--- src/rtl/rt_pkg.sv ---
// rtl/rt_pkg.sv - shared types and constants for the reaction timer game
//
// Provides the game state encoding, display/result limits, counter widths
// and the LFSR tap mask with its feedback helper.

package rt_pkg;

    typedef enum logic [2:0] {
        IDLE,
        WAIT,
        TIMING,
        DONE,
        FALSE_START
    } rt_state_t;

    // Largest value the 4-digit display can show.
    localparam int DISP_MAX = 9999;

    localparam int RESULT_W = 14;
    localparam int DELAY_W  = 13;
    localparam int LFSR_W   = 16;

    // Taps 16,14,13,11 expressed as bit positions 15,13,12,10.
    localparam logic [LFSR_W-1:0] LFSR_TAPS = 16'hB400;

    function automatic logic lfsr_feedback(input logic [LFSR_W-1:0] q);
        return ^(q & LFSR_TAPS);
    endfunction

endpackage

--- src/rtl/lfsr16.sv ---
// rtl/lfsr16.sv - free-running 16-bit Fibonacci LFSR
//
// Ports:
//   clk      input   clock, state advances on every rising edge
//   reset_n  input   synchronous active-low reset, loads SEED
//   value    output  current 16-bit LFSR state
//
// SEED must be non-zero; with maximal-length taps the register then never
// reaches the all-zero lock-up state.

module lfsr16
    import rt_pkg::*;
#(
    parameter logic [LFSR_W-1:0] SEED = 16'hACE1
) (
    input  logic              clk,
    input  logic              reset_n,
    output logic [LFSR_W-1:0] value
);

    always_ff @(posedge clk) begin
        if (!reset_n) begin
            value <= SEED;
        end else begin
            value <= {value[LFSR_W-2:0], lfsr_feedback(value)};
        end
    end

endmodule

--- src/rtl/reaction_timer_fsm.sv ---
// rtl/reaction_timer_fsm.sv - reaction timer game controller and ms counter
//
// Ports:
//   clk_50MHz     input   system clock
//   reset_n       input   synchronous active-low reset
//   tick_1kHz     input   one-cycle pulse every millisecond
//   start_btn     input   start button, debounced, active-high
//   react_btn     input   react button, debounced, active-high
//   led_go        output  high while the reaction is being timed
//   result_ms     output  last reaction time in ms (held until next result)
//   result_valid  output  high while a finished result is held
//   false_start   output  high after react was pressed before GO
//   timeout       output  high when the held result saturated at MAX_MS
//   busy          output  high during the foreperiod and timing phases
//
// All outputs are registered and change on the edge that samples the
// causing press or tick.

module reaction_timer_fsm
    import rt_pkg::*;
#(
    parameter int                MIN_DELAY_MS = 1000,
    parameter int                RAND_BITS    = 11,
    parameter int                MAX_MS       = DISP_MAX,
    parameter logic [LFSR_W-1:0] LFSR_SEED    = 16'hACE1
) (
    input  logic                clk_50MHz,
    input  logic                reset_n,
    input  logic                tick_1kHz,
    input  logic                start_btn,
    input  logic                react_btn,
    output logic                led_go,
    output logic [RESULT_W-1:0] result_ms,
    output logic                result_valid,
    output logic                false_start,
    output logic                timeout,
    output logic                busy
);

    localparam logic [RESULT_W-1:0] MAX_CNT    = RESULT_W'(MAX_MS);
    localparam logic [RESULT_W-1:0] MAX_CNT_M1 = RESULT_W'(MAX_MS - 1);

    logic [LFSR_W-1:0]  lfsr_value;
    logic               lfsr_unused_bits;
    logic               start_prev;
    logic               react_prev;
    logic               start_press;
    logic               react_press;
    logic [DELAY_W-1:0] delay_load;
    logic [DELAY_W-1:0] delay_cnt;
    logic [RESULT_W-1:0] ms_cnt;
    rt_state_t          state;

    lfsr16 #(
        .SEED (LFSR_SEED)
    ) u_lfsr (
        .clk     (clk_50MHz),
        .reset_n (reset_n),
        .value   (lfsr_value)
    );

    // Only the low RAND_BITS bits feed the foreperiod.
    assign lfsr_unused_bits = ^lfsr_value[LFSR_W-1:RAND_BITS];

    // A held button yields one press: only the 0->1 transition counts.
    assign start_press = start_btn & ~start_prev;
    assign react_press = react_btn & ~react_prev;

    assign delay_load = DELAY_W'(MIN_DELAY_MS) + DELAY_W'(lfsr_value[RAND_BITS-1:0]);

    always_ff @(posedge clk_50MHz) begin
        if (!reset_n) begin
            state        <= IDLE;
            start_prev   <= 1'b0;
            react_prev   <= 1'b0;
            delay_cnt    <= '0;
            ms_cnt       <= '0;
            led_go       <= 1'b0;
            result_ms    <= '0;
            result_valid <= 1'b0;
            false_start  <= 1'b0;
            timeout      <= 1'b0;
            busy         <= 1'b0;
        end else begin
            start_prev <= start_btn;
            react_prev <= react_btn;

            case (state)
                IDLE, DONE, FALSE_START: begin
                    // result_ms is deliberately kept so the display still
                    // shows the previous score during the next foreperiod.
                    if (start_press) begin
                        state        <= WAIT;
                        delay_cnt    <= delay_load;
                        result_valid <= 1'b0;
                        false_start  <= 1'b0;
                        timeout      <= 1'b0;
                        busy         <= 1'b1;
                    end
                end

                WAIT: begin
                    // React beats a same-cycle tick: pressing early is a
                    // false start even on the last foreperiod millisecond.
                    if (react_press) begin
                        state       <= FALSE_START;
                        false_start <= 1'b1;
                        busy        <= 1'b0;
                    end else if (tick_1kHz) begin
                        if (delay_cnt == DELAY_W'(1)) begin
                            state     <= TIMING;
                            delay_cnt <= '0;
                            ms_cnt    <= '0;
                            led_go    <= 1'b1;
                        end else begin
                            delay_cnt <= delay_cnt - 1'b1;
                        end
                    end
                end

                TIMING: begin
                    // The press captures the count as it stood before any
                    // tick arriving in the same cycle.
                    if (react_press) begin
                        state        <= DONE;
                        result_ms    <= ms_cnt;
                        result_valid <= 1'b1;
                        led_go       <= 1'b0;
                        busy         <= 1'b0;
                    end else if (tick_1kHz) begin
                        if (ms_cnt >= MAX_CNT_M1) begin
                            state        <= DONE;
                            ms_cnt       <= MAX_CNT;
                            result_ms    <= MAX_CNT;
                            result_valid <= 1'b1;
                            timeout      <= 1'b1;
                            led_go       <= 1'b0;
                            busy         <= 1'b0;
                        end else begin
                            ms_cnt <= ms_cnt + 1'b1;
                        end
                    end
                end

                default: begin
                    state <= IDLE;
                end
            endcase
        end
    end

endmodule
--- config.mk ---
export PLATFORM = sky130hd
export DESIGN_NAME = reaction_timer_fsm
export DESIGN_NICKNAME = d
export VERILOG_FILES = /design/src/rtl/rt_pkg.sv /design/src/rtl/lfsr16.sv /design/src/rtl/reaction_timer_fsm.sv
export SDC_FILE = /design/constraint.sdc
export NUM_CORES = 1
export LEC_CHECK = 0
export ABC_AREA = 1
export CAP_MARGIN = 5
export CORE_ASPECT_RATIO = 2
export CORE_MARGIN = 2
export CORE_UTILIZATION = 58
export CTS_BUF_LIST = sky130_fd_sc_hd__clkbuf_8
export CTS_CLUSTER_SIZE = 28
export DETAILED_ROUTE_END_ITERATION = 6
export HOLD_SLACK_MARGIN = 0.12
export PLACE_DENSITY = 0.75
export SYNTH_ARGS = -nofsm -noshare
export SYNTH_HDL_FRONTEND = slang
export SYNTH_SLANG_ARGS = --single-unit
--- constraint.sdc ---
create_clock -name clk_50MHz -period 1.81 [get_ports clk_50MHz]
set_input_delay 0.362 -clock clk_50MHz [delete_from_list [all_inputs] [get_ports clk_50MHz]]
set_output_delay 0.362 -clock clk_50MHz [all_outputs]
set_load 0.005 [all_outputs]
==> flow_metrics.env, run 1 <==
export IMPL_nNetsFinal=542
export IMPL_powerDensity_nw_per_um2=1210
export IMPL_clk_latency_ps=340
export IMPL_drc=0
export IMPL_cts_buffers=9
export IMPL_p_leak_uw=0.00180
export IMPL_cpLargestDelayFamily="flip-flops"
export IMPL_rsz0062_at_grt="no"
export IMPL_clk_pin_slew_ps=70
export IMPL_mostFrequentLayoutCells="nand2_1 (126), dfxtp_1 (67), inv_1 (62)"
export IMPL_critPathCaptureType="flop"
export IMPL_path_cells="ha_1 > inv_1 > nor2_1 > buf_4 > nand3_1 > nand2_1 > nand2_1 > o21ai_0 > a21oi_1"
export IMPL_reg2reg_slack_ps=180
export IMPL_fin_util=0.699
export IMPL_drive_above_1_share=0.157
export IMPL_ys_flop_type="dfxtp_1"
export IMPL_routabilityCongestion=0.956
export IMPL_finalSetupViolations=0
export IMPL_fin_worst_skew_ps=9.92
export IMPL_cp_common_cell="nand2_1"
export IMPL_clk_root_buffer_cell="clkbuf_8"
export IMPL_drtIter0Drc=128
export IMPL_grt_pass1_wl_mm=13.4
export IMPL_ys_seq_area_frac=0.391
export IMPL_arrival_ps=1860
export IMPL_antenna_left=0
export IMPL_wl_mm=7.86
export IMPL_final_hold_viol_count=0
export IMPL_max_freq_mhz=612
export IMPL_max_stage_delay_ps=460
export IMPL_cts_htree_levels=3
export IMPL_path_max_fanout=7
export IMPL_synthCells=489
export IMPL_vias_per_cell=5.36
export IMPL_startpoint_type="flop"
export IMPL_pin_count=24
export IMPL_fin_crit_sh=0.902
export IMPL_netlist_area_um2=3430
export IMPL_grt_use_total=0.265
export IMPL_worstPathRequired_ps=2040
export IMPL_peakVddDrop_mv=1.02
export IMPL_antenna_found_initial=0
export IMPL_path_class="flop to flop"
export IMPL_hold_path_class="flop to flop"
export IMPL_rows=39
export IMPL_min_period_ps=1630
export IMPL_clk_path_buf_depth=2
export IMPL_cp_slowest_cell="dfxtp_1"
export IMPL_status="complete, no violations"
export IMPL_async_flop_share=0
export IMPL_core_um2=5710
export IMPL_die_w_um=58.4
export IMPL_firstDrtPassIters=4
export IMPL_multi_input_area_um2=1770
export IMPL_routedWlPerCell_um=13.2
export IMPL_final_common_cell="nand2_1"
export IMPL_yosysWarningCount=0
export IMPL_dp_slack_ps=-87.9
export IMPL_synth_enable_flop_cells=0
export IMPL_maxSlewHeadroom=0.730
export IMPL_finalWorstSetupSlack_ps=177
export IMPL_final_max_slew_viol_count=0
export IMPL_syn_nets=499
export IMPL_clock_sinks=67
export IMPL_grt_max_degree=46
export IMPL_cts_tree="yes"
export IMPL_synth_distinct_cells=34
export IMPL_postSynthAreaPerCell_um2=7.01
export IMPL_grt_ovfl_total=0
export IMPL_dp_hpwl_mm=6.02
export IMPL_worstPathBufferInverterCount=2
export IMPL_route_vias_total=3191
export IMPL_grt_pass1_vias=3233
export IMPL_maxCapViolCount=0
export IMPL_cts_hold_fix_buffers=0
export IMPL_area_delta_synth_final_pct=16.4
export IMPL_ys_ff_latch=67
export IMPL_ff_latch_area_um2=1340
export IMPL_initial_core_util=0.601
export IMPL_hold_ws_ps=414
export IMPL_portBuffers=23
export IMPL_power_uw=4850
export IMPL_worst_slew_pin_slew_ps=405
export IMPL_antennaDiodeCount=0
export IMPL_dieHeight_um=113
export IMPL_fillers=540
export IMPL_die_area_um2=6580
path summary, 6_finish.rpt:
check              startpoint                to  cells after the start
max                 ms_cnt[1]        ms_cnt[10]                      9
min          u_lfsr.value[14]  u_lfsr.value[15]                      1
max reg2reg         ms_cnt[1]        ms_cnt[10]                      9
min reg2reg  u_lfsr.value[14]  u_lfsr.value[15]                      1
layout make-up:
type	count	share of cell area
multi-input cells	343	0.442
clock buffers	10	0.0345
inverters	69	0.0658
repair buffers	42	0.0997
clock inverters	3	0.00282
well taps	61	0.0191
flip-flops and latches	67	0.336
through the flow:
stage / std cells / TNS (ps) / area, µm²
floorplan: 489 / 0 / 3430
global placement: 582 / -366 / 3840
detailed placement: 582 / -338 / 3840
CTS: 595 / 0 / 3990
global route: 595 / 0 / 3990
finish: 595 / 0 / 3990
layer usage:
metal	share of wire	vias up	global-route usage
met5	0	-	0
met4	0.040	0	0.157
met3	0.017	26	0.0514
met2	0.58	39	0.506
met1	0.36	1493	0.241
li1	-	1633	-
worst reg2reg max path, cell delays in order, from the launching register on:
cell	delay [ps]
dfxtp_1	460
ha_1	200
inv_1	60
nor2_1	140
buf_4	150
nand3_1	90
nand2_1	80
nand2_1	50
o21ai_0	200
a21oi_1	90
what timing repair did:
item,4_1_cts,5_1_grt
gates resized for setup,0,1
endpoints found under the hold margin,0,0
buffers inserted,0,0
endpoints found under the setup margin,0,1
Yosys cell counts (2+ instances only):
| cell | instances | area share |
|---|---|---|
| a21oi_1 | 34 | 0.050 |
| a21oi_2 | 12 | 0.031 |
| buf_1 | 3 | 0.0033 |
| buf_6 | 3 | 0.0098 |
| clkbuf_1 | 2 | 0.0022 |
| dfxtp_1 | 67 | 0.39 |
| ha_1 | 5 | 0.018 |
| inv_1 | 59 | 0.065 |
| inv_2 | 7 | 0.0077 |
| nand2_1 | 126 | 0.14 |
| nand2_2 | 7 | 0.013 |
| nand2_4 | 5 | 0.016 |
| nand3_1 | 33 | 0.048 |
| nand3_2 | 3 | 0.0088 |
| nand4_1 | 4 | 0.0073 |
| nor2_1 | 40 | 0.044 |
| nor2_2 | 5 | 0.0091 |
| nor2_4 | 3 | 0.0098 |
| nor3_1 | 6 | 0.0088 |
| nor3_2 | 2 | 0.0058 |
| o211ai_1 | 4 | 0.0088 |
| o21ai_0 | 25 | 0.036 |
| o21ai_1 | 8 | 0.012 |
| or2_2 | 7 | 0.013 |
| xnor2_1 | 6 | 0.015 |
| xor2_1 | 5 | 0.013 |
registers in the layout (all words and copies together), names as in the netlist:
signal        count
result_valid      1
u_lfsr.value     16
state             3
false_start       1
busy              1
ms_cnt           14
start_prev        1
delay_cnt        13
react_prev        1
timeout           1
result_ms        14
led_go            1
report_power, final:
group,switching (µW),internal (µW),leakage [µW],total (µW)
registers,193,1690,0.000549,1880
clock network,499,496,0.0000879,996
logic,1190,785,0.00116,1970
cells by family (layout without fill, tap and decap cells):
group | after synthesis | after routing | synth area share
compound gates | 85 | 85 | 0.144
buf+inv | 79 | 124 | 0.0956
fa+ha+maj | 5 | 5 | 0.0182
flops | 67 | 67 | 0.391
simple gates | 242 | 242 | 0.323
xor+xnor | 11 | 11 | 0.0281
(Power assumes the default switching activity.)
==> run 2, diff against run 1 <==
CTS_CLUSTER_SIZE = unset   (was 28)
SYNTH_HIERARCHICAL = 1   (was unset)
==> run 2 against run 1 <==
Global-route usage up 1.0 points. Power up 2.7%. Maximum frequency down 1.8%. Sequential power about the same. Die area down 1.0%. Sequential cell count unchanged. Register-to-register slack worse by 30 ps. Clock skew about the same. Cell count up 2.9%. Critical path depth up 2. Utilization up 1.8 points. Cell area up 1.7%. Critical path type is now primary input to flop. Largest cell class unchanged.
==> flow_metrics.env, run 2 <==
export IMPL_status="complete, no violations"
export IMPL_hold_path_class="flop to flop"
export IMPL_die_w_um=58.1
export IMPL_synthCells=494
export IMPL_crit_start="react_btn"
export IMPL_antennaDiodeCount=0
export IMPL_arrival_ps=1950
export IMPL_power_frac_comb=0.379
export IMPL_grt_use_total=0.275
export IMPL_final_max_slew_viol_count=0
export IMPL_hold_ws_ps=416
export IMPL_ys_ff_latch=67
export IMPL_netlist_area_um2=3390
export IMPL_clk_path_buf_depth=2
export IMPL_grt_pass1_wl_mm=13.7
export IMPL_worst_slew_pin_slew_ps=342
export IMPL_power_uw=4980
export IMPL_synth_top_area_cell="dfxtp_1"
export IMPL_wl_mm=8.27
export IMPL_clk_pin_slew_ps=70
export IMPL_antenna_found_initial=0
export IMPL_regMostFlops="u_lfsr/value"
export IMPL_final_common_cell="nand2_1"
export IMPL_hp_start="u_lfsr/value[14]"
export IMPL_fillers=489
export IMPL_reg2reg_slack_ps=150
export IMPL_path_cells="clkdlybuf4s50_1 > inv_1 > nor2_2 > inv_1 > nand3_2 > nand2_1 > o21ai_2 > nand3_2 > nand2_1 > clkinv_1 > nor2_1"
export IMPL_synth_top_area_frac=0.395
export IMPL_syn_nets=504
export IMPL_max_freq_mhz=601
export IMPL_vias_per_cell=5.29
export IMPL_cts_buffers=9
export IMPL_rows=39
export IMPL_worstPathBufferInverterCount=4
export IMPL_path_max_fanout=4
export IMPL_max_stage_delay_ps=470
export IMPL_powerDensity_nw_per_um2=1230
export IMPL_critPathCaptureType="flop"
export IMPL_area_delta_synth_final_pct=19.7
export IMPL_cts_tree="yes"
export IMPL_grt_max_degree=21
export IMPL_dieHeight_um=112
export IMPL_largest_reg_flops=16
export IMPL_clockPowerShare=0.237
export IMPL_fin_crit_sh=0.919
export IMPL_maxSlewHeadroom=0.771
export IMPL_route_vias_total=3235
export IMPL_cpLargestDelayFamily="buffers and inverters"
export IMPL_firstDrtPassIters=6
export IMPL_dp_hpwl_mm=6.27
export IMPL_pwr_share_seq=0.383
export IMPL_synth_distinct_cells=36
export IMPL_synth_enable_flop_cells=0
export IMPL_p_leak_uw=0.00188
export IMPL_async_flop_share=0
export IMPL_rsz0062_at_grt="no"
export IMPL_routedWlPerCell_um=13.5
export IMPL_die_area_um2=6520
export IMPL_ys_seq_area_frac=0.395
export IMPL_p_sw_uw=1880
export IMPL_swShare=0.377
export IMPL_cts_htree_levels=3
export IMPL_regToRegStartpoint="state[2]"
export IMPL_fin_util=0.717
export IMPL_mostFrequentLayoutCells="nand2_1 (132), inv_1 (75), dfxtp_1 (66)"
export IMPL_yosysWarningCount=6
export IMPL_postSynthAreaPerCell_um2=6.87
export IMPL_worstPathRequired_ps=2100
export IMPL_dpl_instance_area_um2=3850
export IMPL_drive_above_1_share=0.145
export IMPL_nNetsFinal=556
export IMPL_clk_root_buffer_cell="clkbuf_8"
export IMPL_grt_pass1_vias=3214
export IMPL_p_int_uw=3100
export IMPL_fin_worst_skew_ps=9.54
export IMPL_instances_no_fill=612
export IMPL_clk_latency_ps=350
export IMPL_final_hold_viol_count=0
export IMPL_reg_top3="u_lfsr/value (16), ms_cnt (14), result_ms (14)"
export IMPL_clock_sinks=67
export IMPL_cp_slowest_cell="clkdlybuf4s50_1"
export IMPL_peakVddDrop_mv=1.03
export IMPL_ys_top_cells_by_area="dfxtp_1 (40%), nand2_1 (15%), inv_1 (8.1%)"
export IMPL_maxCapViolCount=0
export IMPL_fin_area_um2=4060
export IMPL_ys_flop_type="dfxtp_1"
export IMPL_synth_most_common_cell="nand2_1"
export IMPL_core_um2=5660
export IMPL_routabilityCongestion=0.880
export IMPL_drc=0
export IMPL_min_period_ps=1660
export IMPL_antenna_left=0
export IMPL_synth_common_cells="nand2_1 (132), inv_1 (73), dfxtp_1 (67)"
export IMPL_initial_core_util=0.599
export IMPL_startpoint_type="primary input"
export IMPL_pin_count=24
export IMPL_finalSetupViolations=0
export IMPL_path_class="primary input to flop"
export IMPL_grt_ovfl_total=0
export IMPL_dp_cells=596
export IMPL_portBuffers=23
export IMPL_drtIter0Drc=182
run 2: changes by cell type in the layout (fill, tap and decap cells not counted), moves of 5 or more:
cell	change
o21ai_0	+7
a21oi_2	-11
nand3_1	-14
or2_2	-5
inv_1	+13
buf_4	+9
nand2_1	+6
a21oi_1	+10
nor2_1	-6
nand2_4	-5
run 2: power groups by stage:
stage               logic, µW  registers (µW)  clock network, µW
floorplan                1300            1890                  0
global placement         1820            1920                  0
detailed placement       1850            1930                  0
CTS                      1860            1900               1220
global route             2110            1930               1270
finish                   1890            1910               1180
run 2: metrics by stage:
step / setup slack, ps / setup TNS [ps]
after floorplan: 237 / 0
after global placement: -174 / -3260
after detailed placement: -213 / -5190
after CTS: 59.0 / 0
after global routing: 10.0 / 0
final: 146 / 0
run 2: worst min-delay path: cells and delay by family (launching register included):
kind | cells | cell delay, ps
buf+inv | 1 | 30
simple gates | 1 | 40
flops | 1 | 310
run 2: cell families after synthesis:
logic type      count (synthesis)  share of synthesized area
simple gates                  228                      0.303
compound gates                 93                      0.146
flops                          67                      0.395
xor+xnor                        8                     0.0206
fa+ha+maj                       5                     0.0184
buf+inv                        93                      0.116
run 2: repair_timing:
action | in CTS | in global routing
setup buffers | 0 | 0
hold buffers | 0 | 0
setup endpoints to repair | 0 | 17
resized for setup | 0 | 4
run 2: area by class of cell:
cell class / instances / area (µm²) / area share
flip-flops and latches: 67 / 1340 / 0.331
well taps: 61 / 76.3 / 0.0188
clock inverters: 3 / 12.5 / 0.00308
inverters: 83 / 314 / 0.0773
repair buffers: 51 / 465 / 0.115
multi-input cells: 334 / 1670 / 0.411
clock buffers: 13 / 179 / 0.0441
run 2: path summary, 6_finish.rpt:
path	to	depth (start not counted)
max reg2reg	delay_cnt[2]	8
min reg2reg	u_lfsr/value[15]	2
max	state[1]	11
min	u_lfsr/value[15]	2
run 2: per-layer routing:
layer | track usage | wire length (µm) | up-vias
met5 | 0 | 0 | -
met2 | 0.532 | 4780 | 61
met3 | 0.0530 | 198 | 29
li1 | - | - | 1666
met4 | 0.153 | 347 | 0
met1 | 0.250 | 2940 | 1479
==> run 3, diff against run 2 <==
CAP_MARGIN = 10   (was 5)
CTS_BUF_LIST = unset   (was sky130_fd_sc_hd__clkbuf_8)
==> run 3 against run 2 <==
Setup slack improved by 4.1 ps. Via count increased by 1.1%. Die area unchanged. Clock skew decreased by 3.4 ps. Non-clock buffer count unchanged. Register-to-register slack about the same. Sequential cell count unchanged. Cell count unchanged. Critical path depth decreased by 3. Sequential power about the same. Critical path type is now flop to flop.
==> flow_metrics.env, run 3 (same netlist as run 2, synthesis figures left out) <==
export IMPL_finalSetupViolations=0
export IMPL_clk_pin_slew_ps=50
export IMPL_maxCapViolCount=0
export IMPL_fin_util=0.736
export IMPL_hold_end="u_lfsr/value[15]"
export IMPL_grt_ovfl_total=0
export IMPL_reg2reg_slack_ps=150
export IMPL_route_vias_total=3269
export IMPL_setup_tns_ps=0
export IMPL_final_max_slew_viol_count=0
export IMPL_min_period_ps=1660
export IMPL_area_delta_synth_final_pct=22.8
export IMPL_fin_crit_sh=0.917
export IMPL_die_area_um2=6520
export IMPL_antenna_left=0
export IMPL_max_freq_mhz=603
export IMPL_routabilityCongestion=0.880
export IMPL_reg_top3="u_lfsr/value (16), ms_cnt (14), result_ms (14)"
export IMPL_dp_hpwl_mm=6.27
export IMPL_dieHeight_um=112
export IMPL_largest_reg_flops=16
export IMPL_critPathCaptureType="flop"
export IMPL_regMostFlops="u_lfsr/value"
export IMPL_holdPathStages=2
export IMPL_clk_path_buf_depth=2
export IMPL_pin_count=24
export IMPL_dpl_instance_area_um2=3850
export IMPL_cts_htree_levels=3
export IMPL_initial_core_util=0.599
export IMPL_fin_area_um2=4170
export IMPL_cts_buffers=9
export IMPL_grt_max_degree=21
export IMPL_final_hold_viol_count=0
export IMPL_path_class="flop to flop"
export IMPL_vias_per_cell=5.34
export IMPL_finalWorstSetupSlack_ps=150
export IMPL_path_max_fanout=20
export IMPL_r2r_worst_path_cells=8
export IMPL_arrival_ps=1880
export IMPL_drc=0
export IMPL_nNetsFinal=556
export IMPL_core_um2=5660
export IMPL_grt_use_total=0.279
export IMPL_final_common_cell="nand2_1"
export IMPL_instances_no_fill=612
export IMPL_firstDrtPassIters=7
export IMPL_cts_tree="yes"
export IMPL_rows=39
export IMPL_dp_cells=596
export IMPL_hp_start="u_lfsr/value[14]"
export IMPL_cts_hold_fix_buffers=0
export IMPL_die_w_um=58.1
export IMPL_clk_latency_ps=330
export IMPL_r2r_end="delay_cnt[2]"
export IMPL_maxSlewHeadroom=0.748
export IMPL_mostFrequentLayoutCells="nand2_1 (132), inv_1 (73), dfxtp_1 (66)"
export IMPL_regToRegStartpoint="state[2]"
export IMPL_startpoint_type="flop"
export IMPL_powerDensity_nw_per_um2=1320
export IMPL_drtIter0Drc=166
export IMPL_fin_worst_skew_ps=6.15
export IMPL_grt_pass1_vias=3238
export IMPL_drive_above_1_share=0.145
export IMPL_clock_sinks=67
export IMPL_antenna_found_initial=0
export IMPL_p_leak_uw=0.00192
export IMPL_worst_slew_pin_slew_ps=378
export IMPL_rsz0062_at_grt="no"
export IMPL_antennaDiodeCount=0
export IMPL_dp_slack_ps=-213
export IMPL_clk_root_buffer_cell="clkbuf_16"
export IMPL_status="complete, no violations"
export IMPL_hold_path_class="flop to flop"
export IMPL_peakVddDrop_mv=1.14
export IMPL_worstPathRequired_ps=2030
export IMPL_grt_pass1_wl_mm=13.9
export IMPL_portBuffers=23
export IMPL_routedWlPerCell_um=13.7
export IMPL_wl_mm=8.36
## run 3: cell count changes in the layout (fill, tap and decap cells not counted)
cell / delta
clkbuf_1: +2
clkbuf_16: +9
clkbuf_8: -9
inv_1: -2
nor2_2: -1
nor2_4: +1
## run 3: worst max-delay path by stage
stage	startpoint	depth (start not counted)	endpoint	slack (ps)
after global placement	react_btn	10	delay_cnt[2]	-170
after detailed placement	react_btn	10	delay_cnt[2]	-210
after global routing	state[2]	8	delay_cnt[2]	20
final	state[2]	8	delay_cnt[2]	150
after CTS	ms_cnt[0]	14	state[2]	60
after floorplan	ms_cnt[0]	14	led_go	240
## run 3: stage by stage
| stage | power [µW] | hold WS (ps) |
|---|---|---|
| 6_report | 5490 | 413 |
| 3_5_place_dp | 3780 | 403 |
| 5_1_grt | 5840 | 427 |
| 2_1_floorplan | 3190 | 380 |
| 4_1_cts | 5470 | 416 |
| 3_3_place_gp | 3740 | 388 |
## run 3: power by group
group	total [µW]	switching [µW]	internal, µW	leakage, µW
logic	1900	1130	771	0.00123
clock network	1680	606	1080	0.000146
registers	1910	213	1700	0.000549
## run 3: worst max-delay path, cell delays in order, from the launching register on
cell,delay (ps)
dfxtp_1,350
inv_1,130
nand3_4,150
nor2_4,130
nand2_2,90
nand2_2,290
inv_1,140
o211ai_1,200
inv_1,50
## run 3: area by class of cell
| class | count | area (µm²) |
|---|---|---|
| repair buffers | 51 | 465 |
| multi-input cells | 334 | 1680 |
| clock buffers | 15 | 288 |
| inverters | 83 | 314 |
| flip-flops and latches | 67 | 1340 |
| fillers | 472 | 1490 |
| clock inverters | 1 | 5.00 |
| well taps | 61 | 76.3 |
## run 3: timing repair
item	4_1_cts	5_1_grt
setup endpoints to repair	0	17
resized for setup	0	5
buffers inserted	0	0
## run 3: metal layers
metal / share of wire / global-route usage / up-vias
met5: 0 / 0 / -
met4: 0.053 / 0.171 / 0
met3: 0.030 / 0.0588 / 37
met2: 0.57 / 0.532 / 77
met1: 0.35 / 0.250 / 1488
li1: - / - / 1667
